[config.mk]
export PLATFORM = sky130hd
export DESIGN_NAME = booth_mul_vr
export DESIGN_NICKNAME = d
export VERILOG_FILES = /design/src/rtl/booth_mul_vr.sv
export SDC_FILE = /design/constraint.sdc
export NUM_CORES = 1
export LEC_CHECK = 0
export ABC_CLOCK_PERIOD_IN_PS = 7600
export CELL_PAD_IN_SITES_DETAIL_PLACEMENT = 1
export CELL_PAD_IN_SITES_GLOBAL_PLACEMENT = 1
export CORE_ASPECT_RATIO = 0.7
export CORE_MARGIN = 2
export CORE_UTILIZATION = 42
export DETAILED_ROUTE_END_ITERATION = 8
export GPL_TIMING_DRIVEN = 0
export PLACE_DENSITY = 0.92
export SLEW_MARGIN = 20
export SYNTH_ARGS = -nofsm -noshare
export SYNTH_HDL_FRONTEND = slang
export SYNTH_SLANG_ARGS = --single-unit
export TNS_END_PERCENT = 50
[constraint.sdc]
create_clock -name clk -period 7.6 [get_ports clk]
set_clock_uncertainty 0.05 [all_clocks]
set_input_delay 2.28 -clock clk [delete_from_list [all_inputs] [get_ports clk]]
set_output_delay 2.28 -clock clk [all_outputs]
set_load 0.005 [all_outputs]
[src/rtl/booth_mul_vr.sv]
// Parametrised sequential radix-2 Booth multiplier with valid/ready on both sides.
// Operands are extended one bit and run WIDTH+1 steps so signed and unsigned share one datapath.
module booth_mul_vr #(
  parameter int WIDTH = 16
) (
  input  logic                 clk,
  input  logic                 rst,
  input  logic                 src_val,
  output logic                 src_ready,
  input  logic [WIDTH-1:0]     src_a,
  input  logic [WIDTH-1:0]     src_b,
  input  logic                 src_signed,
  output logic                 dest_val,
  input  logic                 dest_ready,
  output logic [2*WIDTH-1:0]   dest_product,
  output logic                 busy
);

  localparam int CNT_W = $clog2(WIDTH + 2);

  typedef enum logic [1:0] {
    IDLE = 2'b00,
    CALC = 2'b01,
    DONE = 2'b10
  } state_t;

  state_t               state_q, state_d;
  logic [WIDTH+1:0]     m_q, m_d;
  logic [WIDTH+1:0]     acc_q, acc_d;
  logic [WIDTH:0]       q_q, q_d;
  logic                 q1_q, q1_d;
  logic [CNT_W-1:0]     cnt_q, cnt_d;
  logic [2*WIDTH-1:0]   prod_q, prod_d;

  logic                 accept;
  logic                 src_ready_c;
  logic [WIDTH+1:0]     ext_a;
  logic [WIDTH:0]       ext_b;
  logic [WIDTH+1:0]     sum;
  logic [WIDTH+1:0]     acc_sh;
  logic [WIDTH:0]       q_sh;

  // Multiplicand carries a guard bit on top of the extension so ACC +/- M cannot overflow.
  assign ext_a = src_signed ? {{2{src_a[WIDTH-1]}}, src_a} : {2'b00, src_a};
  assign ext_b = src_signed ? {src_b[WIDTH-1], src_b} : {1'b0, src_b};

  always_comb begin
    sum = acc_q;
    case ({q_q[0], q1_q})
      2'b01:   sum = acc_q + m_q;
      2'b10:   sum = acc_q - m_q;
      default: sum = acc_q;
    endcase
  end

  assign acc_sh = {sum[WIDTH+1], sum[WIDTH+1:1]};
  assign q_sh   = {sum[0], q_q[WIDTH:1]};

  always_comb begin
    state_d     = state_q;
    m_d         = m_q;
    acc_d       = acc_q;
    q_d         = q_q;
    q1_d        = q1_q;
    cnt_d       = cnt_q;
    prod_d      = prod_q;
    accept      = 1'b0;
    src_ready_c = 1'b0;
    dest_val    = 1'b0;
    busy        = 1'b0;

    case (state_q)
      IDLE: begin
        src_ready_c = 1'b1;
        accept      = src_val;
      end
      CALC: begin
        busy  = 1'b1;
        acc_d = acc_sh;
        q_d   = q_sh;
        q1_d  = q_q[0];
        cnt_d = cnt_q + CNT_W'(1);
        if (cnt_q == CNT_W'(WIDTH)) begin
          // Low 2*WIDTH bits of the post-shift {ACC,Q}.
          prod_d  = {acc_sh[WIDTH-2:0], q_sh};
          state_d = DONE;
        end
      end
      DONE: begin
        dest_val    = 1'b1;
        src_ready_c = dest_ready;
        if (dest_ready) begin
          if (src_val) accept = 1'b1;
          else         state_d = IDLE;
        end
      end
      default: state_d = IDLE;
    endcase

    if (accept) begin
      m_d     = ext_a;
      q_d     = ext_b;
      acc_d   = '0;
      q1_d    = 1'b0;
      cnt_d   = '0;
      state_d = CALC;
    end
  end

  assign src_ready    = src_ready_c & ~rst;
  assign dest_product = prod_q;

  always_ff @(posedge clk or posedge rst) begin
    if (rst) begin
      state_q <= IDLE;
      m_q     <= '0;
      acc_q   <= '0;
      q_q     <= '0;
      q1_q    <= 1'b0;
      cnt_q   <= '0;
      prod_q  <= '0;
    end else begin
      state_q <= state_d;
      m_q     <= m_d;
      acc_q   <= acc_d;
      q_q     <= q_d;
      q1_q    <= q1_d;
      cnt_q   <= cnt_d;
      prod_q  <= prod_d;
    end
  end

endmodule

# Word level (Yosys, flattened, before mapping)
# Index checks and enable logic that the tools add are counted.
# totals
regBits,93
latch_bits,0
mem_bits_rw,0
rom_bits,0
inputBits,37
out_inout_bits,35
elab_cells,47
mem_count,0
# classes
add_sub_neg,3
multipliers,0
div_mod_pow,0
magnitude_cmp,0
eq_ne,9
n_shift,0
muxes,22
n_bitwise,2
reduce_logical,4
# op_table
operator,count
2-to-1 mux 18 bit,3
2-to-1 mux 17 bit,3
case mux 18 bit (2 select lines),1
adder 18 bit,1
subtractor 18 bit,1
2-to-1 mux 5 bit,2
!= test 3 bit (second input constant),3
2-to-1 mux 2 bit,4
2-to-1 mux 1 bit,6
case mux 2 bit (3 select lines),1
adder 5 x 1 -> 5 bit (second input constant),1
equality test 5 bit (second input constant),1
equality test 2 x 1 -> 1 bit (second input constant),2
equality test 2 bit (second input constant),2
case mux 1 bit (2 select lines),2
AND reduction 4 bit,1
logical NOT 2 bit,1
!= test 2 bit (second input constant),1
AND reduction 2 bit,1
nonzero test 2 bit,1
AND 1 bit,1
inverter 1 bit,1

# Depth between registers and ports, before layout
# logic_depth
depth_word,5
ltp_mapped,14
depth_no_buf,14

# Worst setup path before layout
# No wires, ideal clock.
# synth_timing
path_type,input-to-output
startpoint,input port rst
endpoint,output port src_ready
arrival_time_ns,4.501
required_ns,5.270
slack_ns,0.769
stages,2
path_buffers,0
path_cell_list,inv_1 -> and2_1
# synth_via
elab_chain_len,2
# synth_lines
element,line,rtl
"start, declared",7,"input logic rst,"
inverter 1 bit,110,assign src_ready = src_ready_c & ~rst;
AND 1 bit,110,
"end, declared",9,"output logic src_ready,"
# Every way passes these cells.

# Final worst setup path
# Ends and elaborated chain as after synthesis.

==> flow_summary.toml <==
[setup_path]
worst-endpoint-arrival_ps = 4160
end_kind = "primary output"
path_common_cell = "clkdlybuf4s50_1"
reg2reg_depth = 12
cp_num_buf_inv = 4
crit_chain = "clkdlybuf4s50_1, inv_4, buf_16, and2_1, clkdlybuf4s50_1"
rrSetupSlack_ps = 3200
critPathMaxFanout = 54
critical_path_class = "in2out"
max_stage_delay_ps = 500
required_ps = 5270
timing.rr.end = "dest_product[30]$_DFFE_PP0P_"
start_kind = "input port"
r2r_start = "m_q[3]$_DFFE_PP0P_"
cp_top_family = "buffers and inverters"
slowest_stage = "clkdlybuf4s50_1"

[clocking]
cts_setup_buffers = 0
cts_num_sinks = 91
clkSlewWorstSetupHoldPaths_ps = 60
cts_tree = "built"
clk_latency_ps = 350
ctsResizeCount = 0
cts_hold_buf = 0
cts_buffers = 9
cts_root_buf = "clkbuf_16"
cts_buffer_depth = 2
cts_max_level = 3

[logic_synthesis]
ys_ff_latch = 91
ys_types = 51
ys_seq_area_share_pct = 45.9
yosysMostFrequentCell = "nand2_1"
synth_top_flop_cell = "dfrtp_1"
netlist_area_um2 = 4960
synth_commonest_cells = "nand2_1 (117), dfrtp_1 (91), o21ai_0 (46)"
synth_cells = 543
synth_area_leaders = "dfrtp_1 (46%), nand2_1 (8.9%), ha_1 (5.3%)"
synth_top_area_share_pct = 45.9
synth.avg_cell_area_um2 = 9.14
synthArstFlopShare_pct = 100
synth_largest_area_cell = "dfrtp_1"
synth_fp_nets = 602
synth_edf_count = 0
ys_warn_count = 0

[grt]
gr-total-overflow = 0
grt_first_pass_wirelength_um = 24900
grt_max_degree = 55
grt_pass1_vias = 4723
grtUsageTotal_pct = 25.5
antenna_found_initial = 0

[route]
drc = 0
drtIter0Drc = 347
ant_nets = 0
routed_via_density = 5.58
first_pass_iters = 5
routed_wl_um = 15200
routedWlPerCell_um = 19.3
vias = 4394

[die]
num_rows = 33
core_um2 = 11600
dieArea_um2 = 12700
io_pins = 72
fp.dieW_um = 134
initial_core_util_pct = 42.8
die_y_um = 94.9

[place]
dp.final_hpwl_um = 11600
dp_cells = 772
placed_cell_area_um2 = 5900
portBuffers = 71
place.gp.congestion = 0.934

[sta]
worst_pin_slew_ps = 961
setup_violations = 0
hold_viol_final = 0
post-route-period-util_pct = 85.4
period_needed_ps = 6490
drv_slew = 0
max_freq_ghz = 0.154
holdWs_ps = 442
rsz0062_at_grt = "no"
slew_headroom_pct = 35.0

[worst_hold_path]
worstHoldPathCells = 2
hold_path_end = "dest_product[29]$_DFFE_PP0P_"
hp-start = "dest_product[29]$_DFFE_PP0P_"
hold_class = "reg2reg"

[run_status]
outcome = "finished clean"

[cells_and_area]
area_growth_pct = 25.0
layout.nets = 685
drive_gt1_share_pct = 6.66
final_core_util_pct = 53.4
antennaDiodeCount = 0
finalNonFillerCells = 788
design_area_um2 = 6200

[job]
cap_violations = 0
worst reg2reg max path: cells and delay by family, from the launching register on:
family / cells / cell delay, ps
adder cells (fa/ha/maj): 1 / 280
XOR/XNOR: 1 / 200
flip-flops: 1 / 450
multiplexers: 1 / 340
AND/OR/NAND/NOR: 3 / 1470
AO/OA/AOI/OAI: 6 / 1460
sequential cells by signal (all words and copies together) (netlist names):
name,flops
q_q,17
state_q,2
dest_product,32
cnt_q,5
m_q,17
acc_q,17
q1_q,1
routing by layer:
layer | up-vias | GRT usage (%) | routed length, µm
met5 | - | 0 | 0
met4 | 0 | 7.18 | 225
met2 | 136 | 42.3 | 6930
met1 | 2183 | 35.2 | 7300
li1 | 2048 | - | -
met3 | 27 | 3.76 | 765
worst max-delay path by stage:
| stage | from | to | slack, ps | cells past startpoint |
|---|---|---|---|---|
| final | rst | src_ready | 1110 | 5 |
| after global routing | rst | src_ready | 950 | 5 |
| after CTS | rst | src_ready | 1050 | 5 |
| after detailed placement | rst | src_ready | 1050 | 5 |
| after global placement | rst | src_ready | -900 | 4 |
| after floorplan | rst | src_ready | 770 | 2 |
layout make-up:
cell class                 instances  area, µm²
sequential                        91       2280
clock inverter                     7       76.3
clock buffer                       9        225
multi-input combinational        408       2520
tap                              157        196
timing repair buffer              72        738
buffer                            26       97.6
fill                            1339       5400
inverter                          18       70.1
cells by family (layout without fill, tap and decap cells):
kind of cell               after synthesis  in the layout  synth area share (%)
and+or+nand+nor                        207            207                  18.8
AOI/OAI and AO/OA                      125            125                  15.7
DFF                                     91             91                  45.9
buffers and inverters                   44            132                  3.33
xor gates and xnor gates                30             30                  5.29
muxes                                   24             24                  5.29
adders and majority gates               22             22                  5.70
per-stage QoR:
step,setup TNS [ps],setup WS [ps]
floorplan,0,769
global placement,-903,-903
detailed placement,0,1050
CTS,0,1050
global route,0,952
finish,0,1110
placed cells by master (no fill, tap or decap), types with 16 or more instances in the layout:
master / instances
nand2_1: 117
dfrtp_1: 91
clkdlybuf4s50_1: 71
o21ai_0: 46
nor2_1: 29
a21oi_1: 26
xnor2_1: 25
ha_1: 21
clkbuf_1: 20
mux2_2: 18
inv_1: 17
nand3_1: 16
a22oi_1: 16
Power is left out: the tool's default activity adds up to more than one toggle a clock period on the data nets, which glitch-free logic cannot reach.
